### src/rtl/bnn_neuron_accumulator.sv
// Neuron accumulate/threshold stage: sums popcount beats of one vector and thresholds the sum.
// Optional macro ACC_SATURATE_EN clamps the running sum instead of wrapping and drives out_sat.
module bnn_neuron_accumulator #(
   parameter int COUNTER_BITS = 4,
   parameter int ACC_BITS     = 8,
   parameter int MAX_BEATS    = 16,
   parameter int BEAT_BITS    = 5
) (
   input  logic                    clk,
   input  logic                    rst_n,
   input  logic                    in_valid,
   output logic                    in_ready,
   input  logic [COUNTER_BITS-1:0] in_count,
   input  logic                    in_last,
   input  logic [ACC_BITS-1:0]     threshold,
   output logic                    out_valid,
   input  logic                    out_ready,
   output logic                    out_bit,
   output logic [ACC_BITS-1:0]     out_sum,
   output logic                    out_sat
);

   localparam logic [1:0] S_IDLE  = 2'd0;
   localparam logic [1:0] S_ACCUM = 2'd1;
   localparam logic [1:0] S_HOLD  = 2'd2;

   logic [1:0]           state;
   logic [ACC_BITS-1:0]  acc;
   logic [ACC_BITS-1:0]  acc_base;
   logic [ACC_BITS-1:0]  sum_n;
   logic [BEAT_BITS-1:0] beat;
   logic [BEAT_BITS-1:0] beat_n;
   logic                 accept;
   logic                 final_beat;

   assign in_ready = (state != S_HOLD);
   assign accept   = in_valid & in_ready;

   // A beat from IDLE starts a fresh vector, so the stale accumulator is ignored.
   always_comb begin
      acc_base   = (state == S_IDLE) ? '0 : acc;
      beat_n     = ((state == S_IDLE) ? '0 : beat) + BEAT_BITS'(1);
      final_beat = in_last | (beat_n == BEAT_BITS'(MAX_BEATS));
   end

`ifdef ACC_SATURATE_EN
   logic                sat;
   logic                sat_n;
   logic [ACC_BITS:0]   sum_wide;

   // The sticky flag keeps the clamp alive even when later beats add zero.
   always_comb begin
      sum_wide = {1'b0, acc_base} + (ACC_BITS+1)'(in_count);
      sat_n    = ((state == S_ACCUM) & sat) | sum_wide[ACC_BITS];
      sum_n    = sat_n ? '1 : sum_wide[ACC_BITS-1:0];
   end

   always_ff @(posedge clk or negedge rst_n) begin
      if (!rst_n) begin
         sat     <= 1'b0;
         out_sat <= 1'b0;
      end else if (accept) begin
         if (final_beat) begin
            sat     <= 1'b0;
            out_sat <= sat_n;
         end else begin
            sat     <= sat_n;
         end
      end
   end
`else
   always_comb begin
      sum_n = acc_base + ACC_BITS'(in_count);
   end

   assign out_sat = 1'b0;
`endif

   always_ff @(posedge clk or negedge rst_n) begin
      if (!rst_n) begin
         state     <= S_IDLE;
         acc       <= '0;
         beat      <= '0;
         out_valid <= 1'b0;
         out_bit   <= 1'b0;
         out_sum   <= '0;
      end else if (state == S_HOLD) begin
         if (out_ready) begin
            out_valid <= 1'b0;
            state     <= S_IDLE;
         end
      end else if (accept) begin
         if (final_beat) begin
            out_sum   <= sum_n;
            out_bit   <= (sum_n >= threshold);
            out_valid <= 1'b1;
            acc       <= '0;
            beat      <= '0;
            state     <= S_HOLD;
         end else begin
            acc       <= sum_n;
            beat      <= beat_n;
            state     <= S_ACCUM;
         end
      end
   end

endmodule
### config.mk
export PLATFORM = sky130hd
export DESIGN_NAME = bnn_neuron_accumulator
export DESIGN_NICKNAME = d
export VERILOG_FILES = /design/src/rtl/bnn_neuron_accumulator.sv
export SDC_FILE = /design/constraint.sdc
export NUM_CORES = 1
export LEC_CHECK = 0
export BUFFER_PORTS_ARGS = -buffer_cell sky130_fd_sc_hd__buf_2
export CORE_UTILIZATION = 35
export DETAILED_ROUTE_END_ITERATION = 10
export PLACE_DENSITY = 0.64
export SETUP_SLACK_MARGIN = 0.1
export SLEW_MARGIN = 25
export SYNTH_ARGS = -nofsm -noshare
export SYNTH_HDL_FRONTEND = slang
export SYNTH_SLANG_ARGS = --single-unit
### constraint.sdc
create_clock -name clk -period 7.3 [get_ports clk]
set_input_delay 0.365 -clock clk [delete_from_list [all_inputs] [get_ports clk]]
set_output_delay 0.365 -clock clk [all_outputs]
set_load 0.01 [all_outputs]
==> metrics.csv, run 1 <==
stage,metric,value,unit
status,status,finished clean,
grt,Tot GR Track Use,15.8,%
yosys,Synth warnings,0,
yosys,largest family of logic cells by synthesized area,compound AO/OA/AOI/OAI gates,
floorplan,die area,0.00458,sq mm
worst_setup_path,most frequent CP cell,nor2_1,
worst_setup_path,Worst Path Max Fanout,13,
clock_tree,setup bufs post-CTS,0,
clock_tree,post-CTS sizing,0,
cells_and_area,diode count,0,
power_and_ir_drop,pwr dens,224,mW/mm^2
yosys,Mapped Area,0.00151,sq mm
yosys,most used flip-flop cell after synthesis,dfrtp_1,
yosys,post-synthesis sequential area ratio,41.4,%
drt,drt drc,0,
sta,Hold Slack,0.0821,ns
sta,Worst slew margin,38.8,%
clock_tree,Root Buffer,clkbuf_8,
grt,met1 global-route usage,20.0,%
worst_setup_path,crit end category,flip-flop,
worst_setup_path,FF-to-FF setup slack,3.31,ns
sta,final hold viol count,0,
floorplan,DIE WIDTH,67.7,microns
worst_setup_path,CP max stage delay,0.74,ns
worst_setup_path,critical path class,reg2reg,
yosys,"area leader, netlist",dfrtp_1,
cells_and_area,number of fill cells in the layout,380,
grt,initial antenna violation count,0,
sta,fin crit share,54.6,%
sta,"Setup violations, final",0,
drt,total number of vias,1182,
job,max_cap viols,0,
clock_tree,CTS tree,built,
clock_tree,H-tree levels,1,
sta,minimum clock period,3.99,ns
worst_setup_path,reg2reg path depth,14,
sta,Pins Over Slew Limit,0,
yosys,simple logic cell fraction of the synthesized area,9.94,%
grt,M2 GR Usage,27.4,%
worst_setup_path,crit start category,flip-flop,
sta,achievable clock frequency,0.251,GHz
yosys,Synth Area in Compound Gates,21.5,%
yosys,Post-synth EDFFs,0,
clock_tree,CTS Buf Count,3,
grt,met3 Use GR,2.70,%
grt,first-pass GRT wire length,5360,microns
floorplan,Die H,67.7,microns
placement,worst slack at placement,3.30,ns
cells_and_area,layout cells sized above 1,24.4,%
yosys,"Avg Cell Area, Syn",10.4,sq um
worst_setup_path,"Max stage delay cell, worst path",nor2_1,
sta,TNS Setup,0,ns
yosys,share of the synthesized area in the top cell type,41.4,%
yosys,Post-synth ARST share,100,%
grt,pin count of the biggest net entering global routing,26,
floorplan,num rows,23,
clock_tree,cts hold-fix bufs,0,
yosys,top post-synthesis cells by area,"dfrtp_1, ha_1, a22o_1",
yosys,post-synthesis sequential element count,25,
worst_setup_path,CP Data Arrival Time,4.14,ns
clock_tree,clock sink count,25,
worst_setup_path,RR Startpoint,state[1]$_DFFE_PN0P_,
yosys,Yosys cell types,38,
cells_and_area,Final Instance Area,0.00174,sq mm
worst_setup_path,crit-path cells,"nor2_1, nor2b_1, ha_1, a211oi_1, nor2_1, o21ai_0, xor2_1, nor2_1, ha_1, a21o_1, a21o_1, a21oi_1, o31ai_1, mux2_1",
floorplan,Core ar.,0.00406,sq mm
placement,post-detail-place hpwl,2410,microns
sta,clock skew,0.00820,ns
cells_and_area,nets,204,
floorplan,Starting Density,37.2,%
cells_and_area,Area growth syn-to-layout,14.9,%
grt,vias in the first global route,1157,
cells_and_area,Multi-input gate area,817,sq um
drt,first-pass iteration count of the detailed router,4,
sta,setup repair after global routing missed its margin,no,
worst_setup_path,crit path buf inv count,0,
clock_tree,Clock Latency Late Sink,0.27,ns
cells_and_area,register area,626,sq um
power_and_ir_drop,static leakage,0.000896,uW
drt,antenna-violating nets left,0,
worst_setup_path,"CP delay by family, top",simple AND/OR/NAND/NOR gates,
sta,Final WS setup,3.31,ns
yosys,mux cell area share after synthesis,6.88,%
yosys,Synth Area in XOR/XNOR,3.48,%
cells_and_area,Finished Core Util,42.8,%
drt,number of DRC markers in iteration 0,21,
yosys,Gate Count Post-Synth,145,
clock_tree,"CTS clk-pin slew, worst paths",0.09,ns
grt,grt peak-use layer,met2,
yosys,adder-cell share of the synthesized area,12.1,%
placement,Post-DP Area,0.00169,sq mm
worst_setup_path,"Req. time, crit path",7.46,ns
yosys,Mapped Nets,176,
clock_tree,Clock Path Buffers,2,
placement,input/output buffers,27,
grt,grt ovf,0,
power_and_ir_drop,Max VDD drop,95.3,uV
placement,Routability Congestion,0.753,
hold_path,worst hold-check path type,in2async,
sta,measured slew at the worst slew-check pin,0.915,ns
floorplan,num ports,29,
worst_setup_path,r2r endpoint,out_bit$_DFFE_PN0P_,
drt,wire length per cell,14.4,microns
drt,routed vias/inst,5.32,
drt,WL final,3200,microns
==> synthesized netlist by cell type, drive strengths merged, types with 2 or more instances <==
library cell / instances
a211oi: 3
a21o: 6
a21oi: 4
a22o: 9
buf: 4
dfrtp: 25
ha: 13
inv: 11
mux2: 6
mux2i: 2
nand2: 8
nand2b: 2
nand3: 2
nor2: 8
nor2b: 5
o21ai: 16
o31ai: 3
xor2: 5
==> worst register-to-register path: stages (launching register included) <==
cell and delay, ns:
dfrtp_1 0.47, nor2_1 0.74, nor2b_1 0.20, ha_1 0.34, a211oi_1 0.26, nor2_1 0.12
o21ai_0 0.21, xor2_1 0.27, nor2_1 0.10, ha_1 0.34, a21o_1 0.18, a21o_1 0.16
a21oi_1 0.13, o31ai_1 0.08, mux2_1 0.28
==> worst max-delay path by stage <==
stage | from | end | slack [ns] | cells after the start
3_3_place_gp | state[1]$_DFFE_PN0P_ | out_bit$_DFFE_PN0P_ | 3.51 | 14
4_1_cts | state[1]$_DFFE_PN0P_ | out_bit$_DFFE_PN0P_ | 3.26 | 14
3_5_place_dp | state[1]$_DFFE_PN0P_ | out_bit$_DFFE_PN0P_ | 3.30 | 14
6_report | state[1]$_DFFE_PN0P_ | out_bit$_DFFE_PN0P_ | 3.31 | 14
2_1_floorplan | state[1]$_DFFE_PN0P_ | out_bit$_DFFE_PN0P_ | 3.97 | 15
5_1_grt | state[0]$_DFFE_PN0P_ | out_bit$_DFFE_PN0P_ | 2.87 | 14
==> kinds of logic (layout without fill, tap and decap cells) <==
family / count (synthesis) / in the layout
compound gates: 46 / 46
xor+xnor: 6 / 6
fa+ha+maj: 14 / 14
buf+inv: 16 / 43
flops: 25 / 25
mux: 8 / 8
other cells: 1 / 1
simple gates: 29 / 29
==> per-layer routing <==
metal  vias up  part of all wire [%]
li1        568                     -
met1       594                    45
met2        18                    51
met3         2                   3.3
met4         0                  0.44
met5         -                     0
==> layout by cell type, fill, tap and decap left out, types with 2 or more instances in the layout <==
| cell type | Yosys | routed |
|---|---|---|
| a22o_1 | 9 | 9 |
| o31ai_1 | 3 | 3 |
| clkbuf_8 | 0 | 3 |
| a211oi_1 | 3 | 3 |
| buf_2 | 3 | 27 |
| mux2_2 | 4 | 4 |
| nor2_1 | 7 | 7 |
| a21o_1 | 6 | 6 |
| xor2_1 | 5 | 5 |
| a21oi_1 | 4 | 4 |
| nand2b_1 | 2 | 2 |
| nor2b_1 | 5 | 5 |
| inv_1 | 11 | 11 |
| ha_1 | 13 | 13 |
| nand2_1 | 8 | 8 |
| o21ai_0 | 15 | 15 |
| dfrtp_1 | 25 | 25 |
==> metrics by stage <==
stage	std cells	power [uW]
6_report	222	388
5_1_grt	222	420
4_1_cts	222	395
3_5_place_dp	218	309
3_3_place_gp	218	304
2_1_floorplan	145	265
==> flip-flops by register name, indices dropped and copies added (netlist names) <==
register and flops:
acc 8, beat 5, out_bit 1, out_sum 8
out_valid 1, state 2
==> where the power goes <==
part	leakage (uW)	switching, uW	internal (uW)
sequential	0.000328	16.1	163
clock	0.0000255	45.1	38.2
combinational	0.000542	68.0	58.0
==> area by class of cell <==
class                   count  share of cell area, %
well taps                  50                   3.60
repair buffers             28                   8.22
clock inverters             1                  0.288
flip-flops and latches     25                   36.0
inverters                  11                   2.38
multi-input cells         104                   47.1
clock buffers               3                   2.38
(Power assumes the default switching activity.)
==> inputs of run 2 (changes only) <==
Settings changed: PLACE_DENSITY 0.64 to 0.66.
Clock period 7.3 ns to 3.45 ns, I/O delays scaled along.
==> run 2 against run 1 <==
Sequential share of layout area down 1.3 points. Non-clock buffer count is 6 higher. Clock-buffer cell count rose by 1. Sequential power increased by 110%. Combinational power increased by 130%. Cell area up 3.7%. Sequential cell count stayed put. First-iteration DRC count is 48% lower. Worst setup slack got worse by 2.9 ns. Utilization grew 1.6 points. Highest routed layer unchanged.
==> metrics.csv, run 2 (synthesis gave the netlist of run 1 again) <==
stage,metric,value,unit,change
floorplan,Core ar.,0.00406,sq mm,unchanged
grt,initial antenna violation count,0,,unchanged
drt,wire length per cell,13.4,microns,-7.1%
drt,number of DRC markers in iteration 0,11,,-48%
grt,pin count of the biggest net entering global routing,26,,unchanged
worst_setup_path,Worst Path Max Fanout,11,,-2
placement,input/output buffers,27,,unchanged
clock_tree,Clock Path Buffers,2,,unchanged
cells_and_area,nets,210,,+2.9%
sta,"Setup violations, final",0,,unchanged
placement,Routability Congestion,0.763,,+1.4%
power_and_ir_drop,Max VDD drop,229,uV,+140%
worst_setup_path,crit end category,flip-flop,,
job,max_cap viols,0,,unchanged
floorplan,Die H,67.7,microns,unchanged
clock_tree,H-tree levels,1,,unchanged
worst_setup_path,"Req. time, crit path",3.60,ns,-3.86 ns
sta,final hold viol count,0,,unchanged
sta,achievable clock frequency,0.327,GHz,+30%
grt,grt ovf,0,,unchanged
worst_setup_path,critical path class,reg2reg,,
clock_tree,CTS Buf Count,3,,unchanged
sta,clock skew,0.00351,ns,-0.00469 ns
drt,met1 wire length,1490,microns,+2.2%
clock_tree,CTS tree,built,,
cells_and_area,layout cells sized above 1,27.5,%,+3.1 points
grt,first-pass GRT wire length,5290,microns,-1.3%
floorplan,die area,0.00458,sq mm,unchanged
sta,TNS Setup,0,ns,unchanged
clock_tree,Root Buffer,clkbuf_8,,
drt,antenna-violating nets left,0,,unchanged
sta,Worst slew margin,48.1,%,+9.3 points
drt,first-pass iteration count of the detailed router,3,,-1
power_and_ir_drop,pwr dens,465,mW/mm^2,+110%
cells_and_area,diode count,0,,unchanged
cells_and_area,biggest regs,"acc (8), out_sum (8), beat (5)",,
hold_path,worst hold-check path type,in2reg,,
sta,minimum clock period,3.06,ns,-0.927 ns
drt,DR WL met2,1470,microns,-9.3%
drt,routed vias/inst,5.07,,-4.7%
floorplan,num ports,29,,unchanged
drt,total number of vias,1157,,-2.1%
drt,metal3 WL,68,microns,-36%
status,status,finished clean,,
drt,Top Metal Used,met4,,
grt,vias in the first global route,1158,,+0.086%
power_and_ir_drop,static leakage,0.000922,uW,+3.0%
sta,Pins Over Slew Limit,0,,unchanged
grt,Tot GR Track Use,15.4,%,-0.40 points
placement,Post-DP Area,0.00172,sq mm,+1.8%
cells_and_area,most frequent cells in the layout,"buf_2, dfrtp_1, o21ai_0",,
clock_tree,clock sink count,25,,unchanged
worst_setup_path,FF-to-FF setup slack,0.39,ns,-2.92 ns
cells_and_area,Area growth syn-to-layout,19.2,%,
worst_setup_path,crit start category,flip-flop,,
clock_tree,Clock Latency Late Sink,0.27,ns,about the same
sta,measured slew at the worst slew-check pin,0.774,ns,-0.141 ns
placement,post-detail-place hpwl,2260,microns,-6.2%
sta,setup repair after global routing missed its margin,no,,
floorplan,num rows,23,,unchanged
clock_tree,"CTS clk-pin slew, worst paths",0.09,ns,about the same
sta,fin crit share,88.7,%,+34 points
drt,drt drc,0,,unchanged
cells_and_area,"commonest non-fill, non-tap cell in the layout",buf_2,,
floorplan,DIE WIDTH,67.7,microns,unchanged
floorplan,Starting Density,37.2,%,unchanged
drt,WL final,3050,microns,-4.6%
cells_and_area,Final Instance Area,0.00180,sq mm,+3.7%
worst_setup_path,CP Data Arrival Time,3.21,ns,-0.93 ns
## run 2: cell count changes in the layout (fill, tap and decap cells not counted), sizes merged
cell	previous run	this run
dlygate4sd3	0	1
clkinv	1	0
clkbuf	3	4
buf	28	33
## run 2: cell type report
class | instances | area, sq um
clock buffer | 4 | 45.0
tap | 50 | 62.6
fill | 380 | 2260
timing repair buffer | 34 | 194
multi-input combinational | 104 | 832
inverter | 11 | 41.3
sequential | 25 | 626
## run 2: path summary, 6_finish.rpt
kind                                       from             endpoint  cells after the start
max in group asynchronous                 rst_n  beat[1]$_DFFE_PN0P_                      2
max                        state[1]$_DFFE_PN0P_  out_bit$_DFFE_PN0P_                     15
min in group asynchronous                 rst_n   acc[1]$_DFFE_PN0P_                      2
min                                     in_last  beat[3]$_DFFE_PN0P_                      2
max reg2reg                state[1]$_DFFE_PN0P_  out_bit$_DFFE_PN0P_                     15
min reg2reg                 out_bit$_DFFE_PN0P_  out_bit$_DFFE_PN0P_                      1
## run 2: what timing repair did
| item | CTS | global route |
|---|---|---|
| hold endpoints to repair | 25 | 0 |
| setup buffers | 0 | 1 |
| setup endpoints to repair | 0 | 1 |
| hold buffers | 1 | 0 |
| gates resized for setup | 0 | 6 |
## run 2: metrics by stage
stage / total power, uW / hold WS (ns) / cells / worst slack [ns] / utilization [%]
after floorplan: 561 / -0.123 / 145 / 0.121 / -
after global placement: 657 / 0.205 / 222 / 0.294 / 42.4
after detailed placement: 659 / 0.207 / 222 / 0.247 / 42.4
after CTS: 836 / 0.166 / 227 / 0.230 / 43.7
after global routing: 895 / 0.183 / 228 / 0.123 / 44.4
final: 837 / 0.171 / 228 / 0.388 / 44.4
## run 2: worst max-delay path, stage by stage (launching register included)
cell	delay, ns
dfrtp_1	0.42
nor2_4	0.14
buf_6	0.16
nor2b_1	0.06
ha_1	0.32
o21ai_0	0.17
nor2_1	0.08
o21ai_1	0.15
xor2_1	0.22
nor2_1	0.07
ha_1	0.29
a21o_1	0.18
a21o_1	0.16
a21oi_1	0.13
o31ai_1	0.08
mux2_1	0.29
## run 2: report_power, final
part	switching, uW	leakage (uW)	internal, uW	total [uW]
clock network	92.6	0.0000228	82.5	175
registers	30.2	0.000328	345	375
logic	151	0.000572	137	287
## run 2: routing by layer
layer  vias up  global-route usage [%]
met5         -                       0
li1        583                       -
met3         2                    1.52
met2        15                    25.2
met1       557                    20.8
met4         0                    5.59
==> inputs of run 3 (changes only) <==
Settings changed: CTS_BUF_LIST set to sky130_fd_sc_hd__clkbuf_4.
==> run 3 against run 2 <==
Sequential power is essentially flat. Largest cell class unchanged. Critical endpoint unchanged. Combinational power about the same. Die area unchanged. Maximum frequency is essentially flat.
==> metrics.csv, run 3 (synthesis gave the netlist of run 1 again) <==
stage,metric,value,unit,change
cells_and_area,number of fill cells in the layout,382,,+0.53%
grt,vias in the first global route,1150,,-0.69%
clock_tree,Clock Latency Late Sink,0.32,ns,+0.05 ns
drt,total number of vias,1169,,+1.0%
worst_setup_path,Worst Path Max Fanout,11,,unchanged
cells_and_area,biggest regs,"acc (8), out_sum (8), beat (5)",,
placement,Post-DP Area,0.00172,sq mm,unchanged
drt,WL final,2980,microns,-2.4%
grt,Tot GR Track Use,15.4,%,-0.035 points
cells_and_area,Final Instance Area,0.00178,sq mm,-1.3%
grt,pin count of the biggest net entering global routing,26,,unchanged
power_and_ir_drop,pwr dens,452,mW/mm^2,-2.9%
sta,achievable clock frequency,0.327,GHz,about the same
cells_and_area,Area growth syn-to-layout,17.7,%,
clock_tree,"CTS clk-pin slew, worst paths",0.14,ns,+0.05 ns
sta,Pins Over Slew Limit,0,,unchanged
floorplan,num ports,29,,unchanged
clock_tree,Clock Path Buffers,2,,unchanged
clock_tree,CTS tree,built,,
worst_setup_path,CP max stage delay,0.44,ns,+0.02 ns
worst_setup_path,critical path class,reg2reg,,
drt,drt drc,0,,unchanged
sta,measured slew at the worst slew-check pin,0.788,ns,+0.0140 ns
sta,fin crit share,88.7,%,about the same
clock_tree,setup bufs post-CTS,0,,unchanged
worst_setup_path,"Req. time, crit path",3.67,ns,+0.07 ns
cells_and_area,Finished Core Util,43.8,%,-0.55 points
floorplan,Core ar.,0.00406,sq mm,unchanged
placement,Routability Congestion,0.763,,unchanged
floorplan,die area,0.00458,sq mm,unchanged
power_and_ir_drop,clock network power share,17.9,%,-3.0 points
clock_tree,CTS Buf Count,3,,unchanged
worst_setup_path,crit path from,state[1]$_DFFE_PN0P_,,
drt,number of DRC markers in iteration 0,15,,+4
worst_setup_path,crit-path cells,"nor2_4, buf_6, nor2b_1, ha_1, o21ai_0, nor2_1, o21ai_1, xor2_1, nor2_1, ha_1, a21o_1, a21o_1, a21oi_1, o31ai_1, mux2_1",,
placement,worst slack at placement,0.247,ns,unchanged
worst_setup_path,crit path buf inv count,1,,unchanged
worst_setup_path,"Max stage delay cell, worst path",dfrtp_1,,
floorplan,DIE WIDTH,67.7,microns,unchanged
cells_and_area,diode count,0,,unchanged
power_and_ir_drop,static leakage,0.000914,uW,-0.92%
cells_and_area,"commonest non-fill, non-tap cell in the layout",buf_2,,
sta,setup repair after global routing missed its margin,no,,
power_and_ir_drop,P_sw,270,uW,-1.4%
sta,Final WS setup,0.391,ns,+0.00292 ns
worst_setup_path,CP Data Arrival Time,3.28,ns,+0.07 ns
placement,post-detail-place hpwl,2260,microns,unchanged
drt,routed vias/inst,5.15,,+1.5%
drt,wire length per cell,13.1,microns,-2.0%
status,status,finished clean,,
power_and_ir_drop,register share of total power,46.6,%,+1.8 points
worst_setup_path,crit start category,flip-flop,,
placement,input/output buffers,27,,unchanged
sta,final hold viol count,0,,unchanged
sta,Worst slew margin,47.1,%,-0.94 points
cells_and_area,nets,209,,-0.48%
power_and_ir_drop,Comb power frac,35.5,%,+1.2 points
sta,TNS Setup,0,ns,unchanged
floorplan,Starting Density,37.2,%,unchanged
cells_and_area,most frequent cells in the layout,"buf_2, dfrtp_1, o21ai_0",,
grt,grt ovf,0,,unchanged
job,max_cap viols,0,,unchanged
floorplan,num rows,23,,unchanged
worst_setup_path,RR Startpoint,state[1]$_DFFE_PN0P_,,
sta,"Setup violations, final",0,,unchanged
grt,first-pass GRT wire length,5250,microns,-0.79%
clock_tree,H-tree levels,1,,unchanged
power_and_ir_drop,Switching Share,33.6,%,+0.92 points
hold_path,worst hold-check path type,in2reg,,
clock_tree,clock sink count,25,,unchanged
sta,clock skew,0.00415,ns,+0.000638 ns
floorplan,Die H,67.7,microns,unchanged
clock_tree,Root Buffer,clkbuf_4,,
cells_and_area,layout cells sized above 1,27.7,%,+0.16 points
hold_path,hold_sp,in_last,,
worst_setup_path,crit end category,flip-flop,,
drt,antenna-violating nets left,0,,unchanged
drt,first-pass iteration count of the detailed router,5,,+2
worst_setup_path,"CP delay by family, top",compound AO/OA/AOI/OAI gates,,
sta,minimum clock period,3.06,ns,-0.00292 ns
grt,initial antenna violation count,0,,unchanged
power_and_ir_drop,internal power,533,uW,-5.4%
power_and_ir_drop,Max VDD drop,232,uV,+1.1%
==> run 3: cell count changes in the layout (fill, tap and decap cells not counted) <==
cell	delta
clkbuf_4	+4
clkbuf_8	-3
buf_4	-1
clkbuf_1	-1
==> run 3: what timing repair did <==
item                                    4_1_cts  5_1_grt
hold endpoints to repair                     25        0
hold buffers                                  1        0
endpoints found under the setup margin        0        1
gates resized for setup                       0        6
==> run 3: final timing paths <==
check / end / slack, ns / depth (start not counted)
worst max-delay path: out_bit$_DFFE_PN0P_ / 0.39 / 15
worst min-delay path: beat[3]$_DFFE_PN0P_ / 0.10 / 2
worst max register to register: out_bit$_DFFE_PN0P_ / 0.39 / 15
worst min register to register: out_bit$_DFFE_PN0P_ / 0.50 / 1
max in group asynchronous: acc[5]$_DFFE_PN0P_ / 2.71 / 2
min in group asynchronous: acc[1]$_DFFE_PN0P_ / 0.36 / 2
==> run 3: through the flow <==
stage / hold WS [ns] / power (uW) / std cells
floorplan: -0.123 / 561 / 145
global placement: 0.205 / 657 / 222
detailed placement: 0.207 / 659 / 222
CTS: 0.0997 / 803 / 227
global route: 0.111 / 862 / 227
finish: 0.105 / 803 / 227
==> run 3: metal layers <==
layer / up-vias / GRT usage (%) / routed length [microns]
li1: 584 / - / -
met2: 25 / 24.6 / 1370
met3: 6 / 1.52 / 104
met1: 554 / 21.2 / 1470
met4: 0 / 5.59 / 40
met5: - / 0 / 0
==> run 3: final cells by class <==
| cell class | instances | area, sq um | area share, % |
|---|---|---|---|
| Multi-Input combinational cell | 104 | 832 | 46.8 |
| Timing Repair Buffer | 33 | 186 | 10.5 |
| Clock buffer | 4 | 30.0 | 1.69 |
| Inverter | 11 | 41.3 | 2.32 |
| Sequential cell | 25 | 626 | 35.2 |
| Tap cell | 50 | 62.6 | 3.52 |
==> run 3: worst reg2reg max path, stage by stage, from the launching register on <==
cell	delay [ns]
dfrtp_1	0.44
nor2_4	0.14
buf_6	0.16
nor2b_1	0.06
ha_1	0.32
o21ai_0	0.17
nor2_1	0.08
o21ai_1	0.15
xor2_1	0.23
nor2_1	0.07
ha_1	0.29
a21o_1	0.18
a21o_1	0.16
a21oi_1	0.13
o31ai_1	0.08
mux2_1	0.29
==> run 3: power by group through the flow <==
| stage | Combinational, uW | Sequential (uW) | Clock (uW) |
|---|---|---|---|
| floorplan | 169 | 393 | 0 |
| global placement | 279 | 378 | 0 |
| detailed placement | 280 | 379 | 0 |
| CTS | 283 | 373 | 148 |
| global route | 321 | 384 | 158 |
| finish | 285 | 374 | 144 |
